**src/rtl/header_lock.sv**
```systemverilog
// Block-boundary lock for 64b/66b-style streams: hunts header offset, verifies, monitors loss.
// Optional HEADER_LOCK_STATS_EN adds slip and unlock statistics counters.
module header_lock #(
    parameter int BLOCK_W  = 66,
    parameter int HDR_W    = 2,
    parameter int LOCK_CNT = 32,
    parameter int WIN_CNT  = 64,
    parameter int BAD_MAX  = 16,
    parameter int OFF_W    = $clog2(BLOCK_W)
) (
    input  logic                 clk_i,
    input  logic                 rst_i,
    input  logic [2*BLOCK_W-1:0] buf_i,
    input  logic                 buf_dv_i,
    output logic [OFF_W-1:0]     offset_o,
    output logic [BLOCK_W-1:0]   block_o,
    output logic                 block_dv_o,
    output logic                 hdr_ok_o,
    output logic                 locked_o
`ifdef HEADER_LOCK_STATS_EN
    ,
    output logic [15:0]          slip_cnt_o,
    output logic [15:0]          unlock_cnt_o
`endif
);

    localparam int GOOD_W = $clog2(LOCK_CNT + 1);
    localparam int WIN_W  = $clog2(WIN_CNT + 1);
    localparam int BAD_W  = $clog2(BAD_MAX + 1);

    typedef enum logic [1:0] {HUNT, VERIFY, LOCKED} state_t;

    state_t             state_q, state_d;
    logic [OFF_W-1:0]   offset_q, offset_d;
    logic [GOOD_W-1:0]  good_q, good_d, good_nxt;
    logic [WIN_W-1:0]   win_q, win_d, win_nxt;
    logic [BAD_W-1:0]   bad_q, bad_d, bad_nxt;
    logic [BLOCK_W-1:0] block_q, block_d;
    logic               block_dv_q, block_dv_d;
    logic               hdr_ok_q, hdr_ok_d;
    logic               locked_q, locked_d;

    logic [BLOCK_W-1:0] blk;
    logic [HDR_W-1:0]   hdr;
    logic               hdr_ok;
    logic               slip;
    logic               unlock;
    logic [OFF_W-1:0]   offset_inc;
    logic               unused_buf_lsb;

    // The lowest buffer bit can never start a block at any legal offset.
    assign unused_buf_lsb = buf_i[0];

    always_comb begin
        blk        = buf_i[(2*BLOCK_W-1-int'(offset_q)) -: BLOCK_W];
        hdr        = blk[BLOCK_W-1 -: HDR_W];
        hdr_ok     = (hdr == HDR_W'(1)) || (hdr == HDR_W'(2));
        offset_inc = (offset_q == OFF_W'(BLOCK_W-1)) ? '0 : offset_q + 1'b1;
        good_nxt   = good_q + 1'b1;
        win_nxt    = win_q + 1'b1;
        bad_nxt    = bad_q + BAD_W'(!hdr_ok);
    end

    always_comb begin
        state_d    = state_q;
        offset_d   = offset_q;
        good_d     = good_q;
        win_d      = win_q;
        bad_d      = bad_q;
        block_d    = block_q;
        hdr_ok_d   = hdr_ok_q;
        block_dv_d = buf_dv_i;
        slip       = 1'b0;
        unlock     = 1'b0;
        if (buf_dv_i) begin
            block_d  = blk;
            hdr_ok_d = hdr_ok;
            unique case (state_q)
                HUNT: begin
                    if (hdr_ok) begin
                        state_d = VERIFY;
                        good_d  = GOOD_W'(1);
                    end else begin
                        slip = 1'b1;
                    end
                end
                VERIFY: begin
                    if (!hdr_ok) begin
                        state_d = HUNT;
                        good_d  = '0;
                        slip    = 1'b1;
                    end else if (good_nxt == GOOD_W'(LOCK_CNT)) begin
                        state_d = LOCKED;
                        good_d  = '0;
                    end else begin
                        good_d = good_nxt;
                    end
                end
                LOCKED: begin
                    // Loss of lock outranks a window rollover on the same beat.
                    if (bad_nxt == BAD_W'(BAD_MAX)) begin
                        state_d = HUNT;
                        win_d   = '0;
                        bad_d   = '0;
                        slip    = 1'b1;
                        unlock  = 1'b1;
                    end else if (win_nxt == WIN_W'(WIN_CNT)) begin
                        win_d = '0;
                        bad_d = '0;
                    end else begin
                        win_d = win_nxt;
                        bad_d = bad_nxt;
                    end
                end
                default: state_d = HUNT;
            endcase
        end
        if (slip) offset_d = offset_inc;
        locked_d = (state_d == LOCKED);
    end

    always_ff @(posedge clk_i) begin
        if (rst_i) begin
            state_q    <= HUNT;
            offset_q   <= '0;
            good_q     <= '0;
            win_q      <= '0;
            bad_q      <= '0;
            block_q    <= '0;
            block_dv_q <= 1'b0;
            hdr_ok_q   <= 1'b0;
            locked_q   <= 1'b0;
        end else begin
            state_q    <= state_d;
            offset_q   <= offset_d;
            good_q     <= good_d;
            win_q      <= win_d;
            bad_q      <= bad_d;
            block_q    <= block_d;
            block_dv_q <= block_dv_d;
            hdr_ok_q   <= hdr_ok_d;
            locked_q   <= locked_d;
        end
    end

    assign offset_o   = offset_q;
    assign block_o    = block_q;
    assign block_dv_o = block_dv_q;
    assign hdr_ok_o   = hdr_ok_q;
    assign locked_o   = locked_q;

`ifdef HEADER_LOCK_STATS_EN
    logic [15:0] slip_cnt_q, slip_cnt_d;
    logic [15:0] unlock_cnt_q, unlock_cnt_d;

    always_comb begin
        slip_cnt_d   = slip_cnt_q;
        unlock_cnt_d = unlock_cnt_q;
        if (slip && slip_cnt_q != 16'hFFFF) slip_cnt_d = slip_cnt_q + 16'd1;
        if (unlock && unlock_cnt_q != 16'hFFFF) unlock_cnt_d = unlock_cnt_q + 16'd1;
    end

    always_ff @(posedge clk_i) begin
        if (rst_i) begin
            slip_cnt_q   <= '0;
            unlock_cnt_q <= '0;
        end else begin
            slip_cnt_q   <= slip_cnt_d;
            unlock_cnt_q <= unlock_cnt_d;
        end
    end

    assign slip_cnt_o   = slip_cnt_q;
    assign unlock_cnt_o = unlock_cnt_q;
`endif

endmodule

```
**config.mk**
```make
export PLATFORM = sky130hd
export DESIGN_NAME = header_lock
export DESIGN_NICKNAME = d
export VERILOG_FILES = /design/src/rtl/header_lock.sv
export SDC_FILE = /design/constraint.sdc
export NUM_CORES = 1
export LEC_CHECK = 0
export BUFFER_PORTS_ARGS = -buffer_cell sky130_fd_sc_hd__buf_2
export CAP_MARGIN = 20
export CORE_MARGIN = 2
export CORE_UTILIZATION = 50
export DETAILED_ROUTE_END_ITERATION = 8
export GPL_TIMING_DRIVEN = 0
export PLACE_DENSITY = 0.77
export SYNTH_ARGS = -nofsm -noshare
export SYNTH_HDL_FRONTEND = slang
export SYNTH_SLANG_ARGS = --single-unit
```
**constraint.sdc**
```tcl
create_clock -name clk_i -period 6.9 [get_ports clk_i]
set_clock_uncertainty 0.2 [all_clocks]
set_input_delay 1.38 -clock clk_i [delete_from_list [all_inputs] [get_ports clk_i]]
set_output_delay 1.38 -clock clk_i [all_outputs]
set_load 0.02 [all_outputs]
```
==> reports/results.txt <==
The run finished with clean final reports. For flop-to-flop paths, the worst setup slack is 210 ps. The logs give 118 mm for the first-pass GRT wire length and 2542 for the number of filler cells placed in the layout. The class of the most critical hold timing path was reg2reg. Capture point of the worst reg-to-reg path: bad_q[2]$_SDFFE_PP0P_. In this run the count of I/O pins placed on the die edge is 211. TritonCTS built the clock tree. For the overall routed net length, the log shows 83.8 mm.

The clock insertion delay at the later pin of the skew report came out at 360 ps. Ranked by total cell area, the synthesized netlist is headed by sky130_fd_sc_hd__mux4_2, sky130_fd_sc_hd__dfxtp_1, sky130_fd_sc_hd__mux2i_1. The worst setup path is captured at a register. The utilization of the core after routing was 58.5%; the share of total power in sequential cells was 12.1%. The overall die area is 30800 sq um, and the layout cell share with drive strength beyond 1 is 32.9%. The via density per instance came out at 7.90.

In this run, post-CTS hold repair placed 0 buffers. The run gives 150 MHz as the highest clock frequency the design can meet. The synthesized area per cell was 9.07 sq um. Among all cell types in the netlist, the one instantiated most often is sky130_fd_sc_hd__nand2_1.

On the final layout, the worst hold slack is 269 ps. Synthesis produced 1619 cells. The count of buffers inserted at the top-level ports was 209; the count of H-tree levels built during CTS was 3.

Counting instances in the post-synthesis netlist gives the leading cell types as sky130_fd_sc_hd__nand2_1, sky130_fd_sc_hd__mux4_2, sky130_fd_sc_hd__nor2_1, sky130_fd_sc_hd__mux2i_1, sky130_fd_sc_hd__o21ai_0. The count of warnings emitted by yosys was 0. The cell sitting at the root of the clock tree is a sky130_fd_sc_hd__clkbuf_16. Internal power comes to 2530 uW. The count of flip-flops with a built-in enable after synthesis is 0. The number of failing hold endpoints at the final stage was 0; the final critical delay including setup and external delays was 6690 ps. The maximum clock path buffer count was 2.

The register clock-pin slew on the reported worst setup and hold paths was 70 ps. Share of the synthesized area in the top cell type: 31.1%. Summed over all layers, the global routing overflow is 0. Compared with the post-synthesis result, the final layout area differs by 14.7%.

The final layout contains 1995 nets. The overall fraction of global-route tracks in use is 53.6%. The main flop type after synthesis is sky130_fd_sc_hd__dfxtp_1.

The type of element launching the critical path is a register. The HPWL reported at the end of detailed placement was 68.0 mm. The net switching share of the total power is 54.4%, and the detailed-router iteration count before antenna repair is 7. The flop and latch count out of synthesis works out to 96. The critical path is of the reg2reg type. Setup repair after global routing left no endpoint under its margin. After the first detailed-routing iteration, the DRC count stood at 3024. The number of violations of the max-capacitance limit came out at 0.

For the worst setup path, the data arrival time is 6760 ps. In this run the standard cell core region covers 28800 sq um. The worst hold path begins at block_o[15]$_SDFFE_PP0P_. For the endpoint required time on the critical path, the log shows 6970 ps. The startpoint identified for the worst register-to-register timing path is offset_o[2]$_SDFFE_PP0P_. Per report_power, the clock group accounts for 9.5% of the total. The synthesized netlist occupies a cell area of 14700 sq um. The number of clock buffers inserted by TritonCTS came out at 9. After detailed routing, the average wire length per cell comes to 37.4 um. The clock drives 96 sinks.

The worst register-to-register path has a depth of 27. The worst supply voltage drop on vdd is 0.373 mV, and the via count of the first global-routing pass is 16.8k. At the end of routability-driven placement, the weighted congestion stood at 1.15. The final clock period utilization by the worst path was 96.9%.

At the pin with the least slew margin, the transition time is 1000 ps. The run gives 1763 as the number of nets produced by synthesis. Summed over all cells, the static leakage comes to 0.00659 uW.

In this run the worst path has a maximum fanout of 37. The chip height is 175 um, and the share of flip-flops with an asynchronous set or reset is 0%. The tools report the fraction of the yosys area taken by sequential cells as 13.1%.

For this run, design rule violations remaining after detail routing come to 0. The die is 175 um wide. The row count is 62.

The logs give 0 for the final number of max-transition violations and 3020 uW for the net switching power figure. The number of stages on the worst hold path came out at 2. The number of different library cells in the post-synthesis netlist was 70; the final number of setup-violating endpoints was 0. In this run the power density over the cells is 329 nW/um^2. For this configuration, the core starts out at a cell density of 51.0%.

The path with the worst hold slack has its endpoint at block_o[15]$_SDFFE_PP0P_. The residual antenna-violating net count after detailed routing was 0; the combinational fraction of design power was 78.4%. The routed layout has 17.7k vias. The number of antenna violations at the first check in global routing was 2.

Cell type contributing the most total cell area after synthesis: sky130_fd_sc_hd__mux4_2. The largest net degree at the start of global routing was 29. The worst pin sits at a relative slew slack of 31.4%.
-- how the worst max path moves through the flow --
stage                                   startpoint                       end  depth (start not counted)
after floorplan           offset_o[2]$_SDFFE_PP0P_  offset_o[4]$_SDFFE_PP0P_                         30
after global placement    offset_o[2]$_SDFFE_PP0P_  offset_o[4]$_SDFFE_PP0P_                         27
after detailed placement  offset_o[2]$_SDFFE_PP0P_  offset_o[4]$_SDFFE_PP0P_                         30
after CTS                 offset_o[2]$_SDFFE_PP0P_  offset_o[4]$_SDFFE_PP0P_                         27
after global routing      offset_o[2]$_SDFFE_PP0P_     bad_q[2]$_SDFFE_PP0P_                         27
final                     offset_o[2]$_SDFFE_PP0P_     bad_q[2]$_SDFFE_PP0P_                         27
-- stage by stage --
| step | setup TNS [ps] | std cells | setup slack, ps | total power [uW] | cell area [sq um] |
|---|---|---|---|---|---|
| 6_report | 0 | 2241 | 212 | 5550 | 16800 |
| 5_1_grt | 0 | 2240 | 108 | 5560 | 16800 |
| 4_1_cts | 0 | 2236 | 67.0 | 5190 | 16700 |
| 3_5_place_dp | -69340 | 2214 | -2510 | 4620 | 16200 |
| 3_3_place_gp | -106060 | 2212 | -3490 | 4600 | 16200 |
| 2_1_floorplan | 0 | 1619 | 16.0 | 3150 | 14700 |
-- cell usage in the layout (no fill, tap or decap), types with 8 or more instances in the layout --
master,count
sky130_fd_sc_hd__dfxtp_1,95
sky130_fd_sc_hd__o21ai_0,104
sky130_fd_sc_hd__o211ai_1,35
sky130_fd_sc_hd__nand2_1,212
sky130_fd_sc_hd__nand3_1,24
sky130_fd_sc_hd__mux2_2,97
sky130_fd_sc_hd__a22oi_1,16
sky130_fd_sc_hd__mux4_2,203
sky130_fd_sc_hd__a211oi_1,29
sky130_fd_sc_hd__mux2i_1,143
sky130_fd_sc_hd__o221ai_1,8
sky130_fd_sc_hd__a21oi_1,67
sky130_fd_sc_hd__buf_1,29
sky130_fd_sc_hd__clkbuf_16,10
sky130_fd_sc_hd__and3_1,8
sky130_fd_sc_hd__buf_2,232
sky130_fd_sc_hd__o22ai_1,29
sky130_fd_sc_hd__a31oi_1,12
sky130_fd_sc_hd__buf_4,19
sky130_fd_sc_hd__o31ai_1,10
sky130_fd_sc_hd__nor2_1,167
sky130_fd_sc_hd__clkbuf_1,95
sky130_fd_sc_hd__nor3_1,32
sky130_fd_sc_hd__o32ai_1,11
-- layout make-up --
type | count | area [sq um] | share of cell area, %
diodes | 1 | 2.50 | 0.0149
plain buffers | 165 | 792 | 4.70
clock buffers | 10 | 239 | 1.42
clock inverters | 6 | 76.3 | 0.453
inverters | 13 | 53.8 | 0.319
multi-input cells | 1340 | 12100 | 71.7
flip-flops and latches | 96 | 1930 | 11.4
well taps | 384 | 480 | 2.85
repair buffers | 226 | 1200 | 7.15
-- registers in the layout (all words and copies together), names as in the netlist --
signal,cells
block_o,66
bad_q,5
block_dv_o,1
offset_o,7
state_q,2
good_q,6
win_q,7
locked_o,1
hdr_ok_o,1
-- worst max-delay path, cell delays in order, from the launching register on --
cell and delay, ps:
sky130_fd_sc_hd__dfxtp_4 400, sky130_fd_sc_hd__clkinv_4 110, sky130_fd_sc_hd__buf_4 210, sky130_fd_sc_hd__buf_4 220
sky130_fd_sc_hd__clkbuf_16 260, sky130_fd_sc_hd__ha_4 330, sky130_fd_sc_hd__buf_8 190, sky130_fd_sc_hd__buf_8 190
sky130_fd_sc_hd__buf_8 200, sky130_fd_sc_hd__mux4_2 300, sky130_fd_sc_hd__mux2_1 360, sky130_fd_sc_hd__mux4_2 600
sky130_fd_sc_hd__a2bb2oi_2 200, sky130_fd_sc_hd__nand3_2 140, sky130_fd_sc_hd__a311o_1 350, sky130_fd_sc_hd__and2_4 180
sky130_fd_sc_hd__buf_2 190, sky130_fd_sc_hd__inv_2 150, sky130_fd_sc_hd__ha_1 190, sky130_fd_sc_hd__ha_2 240
sky130_fd_sc_hd__nand3_1 110, sky130_fd_sc_hd__xnor2_1 190, sky130_fd_sc_hd__and2_4 200, sky130_fd_sc_hd__nand2b_2 210
sky130_fd_sc_hd__a31oi_4 240, sky130_fd_sc_hd__nor2b_1 150, sky130_fd_sc_hd__o21ai_0 80, sky130_fd_sc_hd__a21oi_1 160
-- power by group through the flow --
stage | clock network, uW | registers (uW) | logic, uW
finish | 528 | 670 | 4350
CTS | 530 | 669 | 3990
floorplan | 0 | 758 | 2390
detailed placement | 0 | 680 | 3940
global placement | 0 | 675 | 3930
global route | 544 | 678 | 4330
-- logic make-up after synthesis --
kind of cell,share of synthesized area [%]
and+or+nand+nor,14.2
muxes,49.0
AOI/OAI and AO/OA,16.9
buffers and inverters,5.45
DFF,13.1
xor gates and xnor gates,0.656
adders and majority gates,0.767
-- repair_timing --
item                                    4_1_cts  5_1_grt
pin swaps                                     5        4
endpoints found under the setup margin       90       17
hold endpoints to repair                      0        0
buffers inserted                             10        1
gates resized for setup                      28        9
-- metal layers --
metal  global-route usage [%]  wire length [um]
met5                        0                12
met3                     18.5             12800
met2                     76.3             33700
met1                     64.2             27700
met4                     47.5              9570
No activity file was read; power rests on OpenSTA's default activity.
